--- src/rtl/vec_pkg.sv ---
// Shared types and constants for the vector-pipeline result path.
// Floats are carried as opaque 27-bit words; nothing here interprets them.
package vec_pkg;

  localparam int FP_W = 27;

  typedef struct packed {
    logic [FP_W-1:0] x;
    logic [FP_W-1:0] y;
    logic [FP_W-1:0] z;
  } vec3_t;

  localparam logic [FP_W-1:0] FP_ONE = 27'h1FC0000;
  localparam logic [FP_W-1:0] FP_TWO = 27'h2000000;

  function automatic vec3_t vec3(input logic [FP_W-1:0] x,
                                 input logic [FP_W-1:0] y,
                                 input logic [FP_W-1:0] z);
    vec3_t v;
    v.x = x;
    v.y = y;
    v.z = z;
    return v;
  endfunction

endpackage

--- src/rtl/vec_pipe_fifo.sv ---
// Synchronous FIFO with a registered show-ahead head: the head register refills
// from the circular buffer whenever it is empty or being popped.
module vec_pipe_fifo #(
  parameter int WIDTH = 8,
  parameter int DEPTH = 16
) (
  input  logic             i_clk,
  input  logic             i_rst_n,
  input  logic             i_wr_en,
  input  logic [WIDTH-1:0] i_wr_data,
  output logic             o_rd_valid,
  input  logic             i_rd_ready,
  output logic [WIDTH-1:0] o_rd_data
);

  localparam int AW = $clog2(DEPTH);

  logic [AW:0]      wr_ptr_q, wr_ptr_d;
  logic [AW:0]      rd_ptr_q, rd_ptr_d;
  logic [WIDTH-1:0] mem_q [DEPTH];
  logic             head_vld_q, head_vld_d;
  logic [WIDTH-1:0] head_q;

  logic mem_empty, mem_full, wr_fire, rd_pop, head_load;

  always_comb begin
    mem_empty  = (wr_ptr_q == rd_ptr_q);
    mem_full   = (wr_ptr_q[AW] != rd_ptr_q[AW]) &&
                 (wr_ptr_q[AW-1:0] == rd_ptr_q[AW-1:0]);
    wr_fire    = i_wr_en && !mem_full;
    rd_pop     = head_vld_q && i_rd_ready;
    head_load  = !mem_empty && (!head_vld_q || rd_pop);
    wr_ptr_d   = wr_fire   ? wr_ptr_q + (AW+1)'(1) : wr_ptr_q;
    rd_ptr_d   = head_load ? rd_ptr_q + (AW+1)'(1) : rd_ptr_q;
    head_vld_d = head_vld_q;
    if (head_load) begin
      head_vld_d = 1'b1;
    end else if (rd_pop) begin
      head_vld_d = 1'b0;
    end
  end

  // Buffer contents are never reset; only the pointers define occupancy.
  always_ff @(posedge i_clk) begin
    if (wr_fire) begin
      mem_q[wr_ptr_q[AW-1:0]] <= i_wr_data;
    end
  end

  always_ff @(posedge i_clk or negedge i_rst_n) begin
    if (!i_rst_n) begin
      wr_ptr_q   <= '0;
      rd_ptr_q   <= '0;
      head_vld_q <= 1'b0;
      head_q     <= '0;
    end else begin
      wr_ptr_q   <= wr_ptr_d;
      rd_ptr_q   <= rd_ptr_d;
      head_vld_q <= head_vld_d;
      if (head_load) begin
        head_q <= mem_q[rd_ptr_q[AW-1:0]];
      end
    end
  end

  assign o_rd_valid = head_vld_q;
  assign o_rd_data  = head_q;

endmodule

--- src/rtl/vec_pipe_drain.sv ---
// Result-side companion for fixed-latency vector pipelines: tracks issued ops in a
// valid/tag delay line, captures results on their cycle, and throttles issue by credit.
module vec_pipe_drain
  import vec_pkg::*;
#(
  parameter int LATENCY = 4,
  parameter int DEPTH   = 16,
  parameter int TAG_W   = 10
) (
  input  logic                       i_clk,
  input  logic                       i_rst_n,
  input  logic                       i_in_valid,
  output logic                       o_in_ready,
  input  logic [TAG_W-1:0]           i_in_tag,
  input  logic [FP_W-1:0]            i_res_x,
  input  logic [FP_W-1:0]            i_res_y,
  input  logic [FP_W-1:0]            i_res_z,
  output logic                       o_out_valid,
  input  logic                       i_out_ready,
  output logic [FP_W-1:0]            o_out_x,
  output logic [FP_W-1:0]            o_out_y,
  output logic [FP_W-1:0]            o_out_z,
  output logic [TAG_W-1:0]           o_out_tag,
  output logic [$clog2(DEPTH+1)-1:0] o_count
);

  localparam int CNT_W = $clog2(DEPTH+1);
  localparam int RES_W = TAG_W + $bits(vec3_t);

  typedef struct packed {
    logic [TAG_W-1:0] tag;
    vec3_t            v;
  } res_t;

  logic [LATENCY-1:0] dl_vld_q, dl_vld_d;
  logic [TAG_W-1:0]   dl_tag_q [LATENCY];
  logic [CNT_W-1:0]   count_q, count_d;
  logic               issue, pop, capture;
  res_t               wr_res, head_res;

  // Credits cover in-flight plus buffered ops, so a capture always finds room.
  assign o_in_ready = (count_q < CNT_W'(DEPTH));
  assign issue      = i_in_valid && o_in_ready;
  assign pop        = o_out_valid && i_out_ready;
  assign capture    = dl_vld_q[LATENCY-1];

  always_comb begin
    dl_vld_d    = '0;
    dl_vld_d[0] = issue;
    for (int i = 1; i < LATENCY; i++) begin
      dl_vld_d[i] = dl_vld_q[i-1];
    end
    count_d = count_q;
    case ({issue, pop})
      2'b10:   count_d = count_q + CNT_W'(1);
      2'b01:   count_d = count_q - CNT_W'(1);
      default: count_d = count_q;
    endcase
  end

  always_ff @(posedge i_clk or negedge i_rst_n) begin
    if (!i_rst_n) begin
      dl_vld_q <= '0;
      count_q  <= '0;
    end else begin
      dl_vld_q <= dl_vld_d;
      count_q  <= count_d;
    end
  end

  // Tags ride alongside the valid bits; only the valid bit decides a capture.
  always_ff @(posedge i_clk) begin
    dl_tag_q[0] <= i_in_tag;
    for (int i = 1; i < LATENCY; i++) begin
      dl_tag_q[i] <= dl_tag_q[i-1];
    end
  end

  assign wr_res.tag = dl_tag_q[LATENCY-1];
  assign wr_res.v   = vec3(i_res_x, i_res_y, i_res_z);

  vec_pipe_fifo #(
    .WIDTH (RES_W),
    .DEPTH (DEPTH)
  ) u_fifo (
    .i_clk      (i_clk),
    .i_rst_n    (i_rst_n),
    .i_wr_en    (capture),
    .i_wr_data  (wr_res),
    .o_rd_valid (o_out_valid),
    .i_rd_ready (i_out_ready),
    .o_rd_data  (head_res)
  );

  assign o_out_tag = head_res.tag;
  assign o_out_x   = head_res.v.x;
  assign o_out_y   = head_res.v.y;
  assign o_out_z   = head_res.v.z;
  assign o_count   = count_q;

endmodule

--- config.mk ---
export PLATFORM = sky130hd
export DESIGN_NAME = vec_pipe_drain
export DESIGN_NICKNAME = d
export VERILOG_FILES = /design/src/rtl/vec_pkg.sv /design/src/rtl/vec_pipe_fifo.sv /design/src/rtl/vec_pipe_drain.sv
export SDC_FILE = /design/constraint.sdc
export NUM_CORES = 2
export LEC_CHECK = 0
export ABC_AREA = 0
export CAP_MARGIN = 10
export CORE_ASPECT_RATIO = 0.7
export CORE_MARGIN = 3
export CORE_UTILIZATION = 35
export CTS_BUF_LIST = sky130_fd_sc_hd__clkbuf_2 sky130_fd_sc_hd__clkbuf_4 sky130_fd_sc_hd__clkbuf_8
export DETAILED_ROUTE_END_ITERATION = 12
export GPL_ROUTABILITY_DRIVEN = 1
export PLACE_DENSITY = 0.49
export SLEW_MARGIN = 15
export SYNTH_ARGS = -nofsm -noshare
export SYNTH_HDL_FRONTEND = slang
export SYNTH_SLANG_ARGS = --single-unit
--- constraint.sdc ---
create_clock -name i_clk -period 12 [get_ports i_clk]
set_clock_uncertainty 0.2 [all_clocks]
set_input_delay 3 -clock i_clk [delete_from_list [all_inputs] [get_ports i_clk]]
set_output_delay 3 -clock i_clk [all_outputs]
set_load 0.01 [all_outputs]
---- After elaboration in Yosys (flattened, before gate mapping) ----
Memory sizes are Yosys's and may differ from the RTL's. A register that Yosys moved wholly into a read port is not among the register bits.
Cells that the tools add are included.
word-level totals
  register bits after elaboration ......... 20
  latch bits .............................. 0
  memory bits (writable) .................. 1496
  ROM bits ................................ 0
  input port bits ......................... 95
  output and inout bits ................... 98
  logic and storage cells ................. 34
  memories ................................ 2
cells by class
  add/sub/neg operators ................... 4
  multipliers ............................. 0
  divide/modulo/power cells ............... 0
  order comparisons ....................... 1
  equal/unequal tests ..................... 5
  shifts and indexed selects .............. 0
  multiplexer cells ....................... 5
  bitwise operators ....................... 0
  reductions and logical operators ........ 12
memories
  name          words  width  rd ports  clocked after Yosys merged registers in  write ports  RTL line              RTL
  u_fifo.mem_q  16     91     1         1                                        1            vec_pipe_fifo.sv:20   logic [WIDTH-1:0] mem_q [DEPTH];
  dl_tag_q      4      10     4         0                                        4            vec_pipe_drain.sv:36  logic [TAG_W-1:0] dl_tag_q [LATENCY];
operators by type and width
  cell                                                number
  adder 5 x 1 -> 5 bit (second input constant)        3
  case mux 5 bit (2 select lines)                     1
  == test 5 bit                                       1
  logical AND 1 bit                                   5
  less-than comparator 5 bit (second input constant)  1
  subtractor 5 x 1 -> 5 bit (second input constant)   1
  == test 4 bit                                       1
  logical NOT 1 bit                                   4
  2-to-1 mux 1 bit                                    4
  nonzero test 2 bit                                  2
  == test 2 x 1 -> 1 bit (second input constant)      1
  == test 2 bit (second input constant)               1
  logical OR 1 bit                                    1
  != test 1 bit                                       1

---- Depth between registers and ports, before layout ----
  depth in word-level cells ............... 6
  depth in mapped cells ................... 11
  depth with buffers taken out ............ 10

---- Hierarchy ----
A second synthesis with hierarchy kept.
second synthesis, totals
  cells, all modules ...................... 2876
  area, all modules ....................... 60933.4 um2
modules (own cells, without submodules)
  module          instances  cells each  area an instance (um2)  sequential area each (um2)
  vec_pipe_fifo   1          2786        59605.9                 46274.4
  vec_pipe_drain  1          90          1327.5                  1026.0

---- Worst setup path after synthesis ----
OpenSTA, ideal clock, no wires.
  path type ............................... flip-flop to flip-flop
  start point ............................. reg u_fifo.rd_ptr_q[1]
  end point ............................... mem u_fifo.mem_q[4][0] (netlist bit) (enable)
  library setup time ...................... 652 ps
  arrival time ............................ 7374 ps
  data required time ...................... 11148 ps
  path slack .............................. 3774 ps
  cell stages (with the launch flop) ...... 7
  path buffers ............................ 1
  period minus slack after synthesis ...... 8226 ps
  cell sequence ........................... dfrtp_1 > buf_6 > xor2_1 > nor4_2 > a21boi_2 > nand2_1 > nor3_1
between the ends
  cells in the longest elaborated chain, start to end .. 6
ends and longest elaborated chain
  item                                    RTL line             RTL
  start, declared                         vec_pipe_fifo.sv:19  logic [AW:0] rd_ptr_q, rd_ptr_d;
  start signal, assigned                  vec_pipe_fifo.sv:58  rd_ptr_q <= rd_ptr_d;
  == test 4 bit                           vec_pipe_fifo.sv:29  (wr_ptr_q[AW-1:0] == rd_ptr_q[AW-1:0]);
  logical AND 1 bit                       vec_pipe_fifo.sv:28  mem_full = (wr_ptr_q[AW] != rd_ptr_q[AW]) &&
  logical NOT 1 bit                       vec_pipe_fifo.sv:30  wr_fire = i_wr_en && !mem_full;
  logical AND 1 bit                       vec_pipe_fifo.sv:30
  2-to-1 mux 1 bit                        vec_pipe_fifo.sv:45  if (wr_fire) begin
  2-to-1 mux 1 bit (not written as such)  vec_pipe_fifo.sv:46  mem_q[wr_ptr_q[AW-1:0]] <= i_wr_data;
  end, declared                           vec_pipe_fifo.sv:20
No other way between the ends.

---- Worst setup path in the final report ----
  start point ............................. reg u_fifo.head_q[64] (netlist: u_fifo.o_rd_data[64]), read port of u_fifo.mem_q
  end point ............................... out o_out_x[10]
RTL lines
  item             RTL line              RTL
  start, declared  vec_pipe_fifo.sv:22   logic [WIDTH-1:0] head_q;
  end, declared    vec_pipe_drain.sv:20  output logic [FP_W-1:0] o_out_x,
No word-level cell between the ends.

==> impl_metrics.tcl <==
set metrics [dict create \
    pin_count 193 \
    final_cell_mix "edfxtp_1 (1,456), mux2i_1 (364), clkbuf_8 (304)" \
    vias_per_cell 5.15 \
    final_cell_area_um2 70700 \
    grt_usage 0.176 \
    numCtsBuffers 275 \
    die-width_um 504 \
    place_hpwl_um 78200 \
    first_pass_iters 5 \
    final_nets 3429 \
    r2r-start "u_fifo.rd_ptr_q[2]" \
    cp_top_family "buffers and inverters" \
    min-delay-start "dl_tag_q[0][1]" \
    clkPwrFrac 0.298 \
    path_class "register to primary output" \
    power_density_nw_per_um2 233 \
    ctsHoldBuffers 0 \
    rsz0062_at_grt "no" \
    r2r_cells 7 \
    cp.depth 1 \
    startpoint "u_fifo.o_rd_data[64]" \
    drive_gt1_frac 0.221 \
    port_buffers 192 \
    cp-start-kind "register" \
    layout_commonest_cell "edfxtp_1" \
    async_flop_share 0.0691 \
    worst-path-buf-inv 1 \
    grt_max_degree 146 \
    drc 0 \
    fillers 15100 \
    required_ns 8.80 \
    drv_cap 0 \
    yosys_warnings 0 \
    hold_viol_final 0 \
    ys_ff_latch 1607 \
    status "complete, no violations" \
    clk_pin_slew_ns 0.06 \
    grt_overflow 0 \
    rr_endpoint "u_fifo.o_rd_data[62]" \
    cts-htree-levels 5 \
    syn_area_per_cell_um2 20.4 \
    switchingPower_mw 5.07 \
    postCtsSetupRepairBufs 0 \
    rows 127 \
    synth_enable_flop_cells 1456 \
    clockRootBuffer "clkbuf_8" \
    cts_tree "built" \
    area_growth_pct 16.6 \
    min_path_type "register to register" \
    yosysSeqAreaShare 0.780 \
    power.leakage_nw 23.6 \
    synth_area_um2 60700 \
    routed_wl_um 158000 \
    setup_viol 0 \
    core_um2 172000 \
    finalCriticalPeriod_ns 5.37 \
    clock_latency_ns 0.96 \
    r2r_slack_ns 7.02 \
    grt_pass1_vias 31600 \
    peakVddDrop_mv 0.256 \
    intPower_mw 11.4 \
    grt_antenna_before_repair 17 \
    die_h_um 354 \
    synth_cell_types 38 \
    crit_slowest_cell "clkdlybuf4s50_1" \
    max_slew_margin 0.102 \
    power.share.sequential 0.424 \
    power_frac_comb 0.279 \
    start_util 0.353 \
    die_area_um2 178000 \
    cts_sinks 1607 \
    fmax_mhz 186 \
    period_share 0.448 \
    swShare 0.308 \
    crit_path_end_kind "primary output" \
    post_drt_wl_per_cell_um 26.9 \
    grt_pass1_wl_um 227000 \
    slew_violations 0 \
    slowest_delay_ns 0.63 \
    crit_path_max_fanout 2 \
    tightestPinTransition_ns 1.35 \
    synthCells 2971 \
    num_vias 30200 \
    crit_chain "clkdlybuf4s50_1" \
    drtAntennaViolNets 0 \
    clock_tree.buffer_depth 4 \
    dpl_cell_area_um2 65300 \
    synth_ff_type "edfxtp_1" \
    hold_ws_ns 0.125 \
    critPathCapture "o_out_x[10]" \
    drtIter0Drc 2206 \
    layoutNonFillerInstCount 5857 \
    arrival_ns 2.17 \
    cts_resized 0 \
    syn_nets 3074 \
    gp_congestion 0.722 \
    dpl.cell_count 5371 \
    setup_tns_ns 0 \
]
==> cell type report <==
cell class              instances  area, µm²  share of cell area
diodes                         14       35.0            0.000495
clock buffers                 398       4890              0.0691
multi-input cells            1177      12600               0.178
repair buffers                255       2440              0.0345
clock inverters                74        546             0.00771
inverters                      10       42.5            0.000601
well taps                    2322       2910              0.0411
flip-flops and latches       1607      47300               0.669
==> how the worst min path moves through the flow <==
stage               slack, ns  cells past startpoint             end
floorplan                0.11                      0  dl_tag_q[1][0]
CTS                      0.12                      0  dl_tag_q[3][7]
global placement         0.11                      0  dl_tag_q[1][2]
detailed placement       0.11                      0  dl_tag_q[3][2]
global route             0.12                      0  dl_tag_q[3][7]
finish                   0.12                      0  dl_tag_q[1][1]
==> power groups by stage <==
stage	sequential [mW]	combinational [mW]	clock (mW)
final	6.97	4.59	4.90
after global routing	7.02	4.93	5.33
after CTS	6.99	4.67	5.05
after detailed placement	7.10	4.66	0
after global placement	7.08	4.61	0
after floorplan	6.97	3.05	0
==> cells by family (layout without fill, tap and decap cells) <==
| kind of cell | after synthesis | count (layout) | share of synthesized area |
|---|---|---|---|
| AND/OR/NAND/NOR | 134 | 134 | 0.00938 |
| buffers and inverters | 187 | 737 | 0.0153 |
| other | 0 | 14 | 0 |
| AO/OA/AOI/OAI | 376 | 376 | 0.0444 |
| adder cells (fa/ha/maj) | 8 | 8 | 0.00165 |
| multiplexers | 639 | 639 | 0.147 |
| XOR/XNOR | 20 | 20 | 0.00289 |
| flip-flops | 1607 | 1607 | 0.780 |
==> per-stage QoR <==
step                utilization  power [mW]  setup slack (ns)
floorplan                     -        10.0              3.77
global placement          0.380        11.7              6.38
detailed placement        0.380        11.8              6.45
CTS                       0.412        16.7              6.51
global route              0.412        17.3              6.52
finish                    0.412        16.5              6.63
==> layer usage <==
| layer | global-route usage | up-vias | wire length [µm] |
|---|---|---|---|
| met1 | 0.247 | 16100 | 71800 |
| met3 | 0.0379 | 252 | 8270 |
| met4 | 0.0446 | 8 | 2900 |
| met5 | 0 | - | 49 |
| met2 | 0.279 | 831 | 74800 |
| li1 | - | 13000 | - |
==> synth_stat cells, types with 31 or more instances <==
library cell	instances	area share
dfxtp_1	40	0.013
a221oi_1	91	0.013
a21oi_1	95	0.0078
mux4_2	151	0.056
mux2_2	92	0.017
dfrtp_1	111	0.046
mux4_1	31	0.013
nor2_1	103	0.0064
mux2i_1	364	0.060
edfxtp_1	1456	0.72
clkbuf_1	96	0.0059
a22oi_1	182	0.023
buf_2	56	0.0046
==> sequential cells by signal, summed over array words and instances (netlist names) <==
name and cells:
dl_tag_q 40, dl_vld_q 4, o_count 5, u_fifo.mem_q 1456
u_fifo.o_rd_data 91, u_fifo.o_rd_valid 1, u_fifo.rd_ptr_q 5, u_fifo.wr_ptr_q 5
No activity file was read; power rests on OpenSTA's default activity.
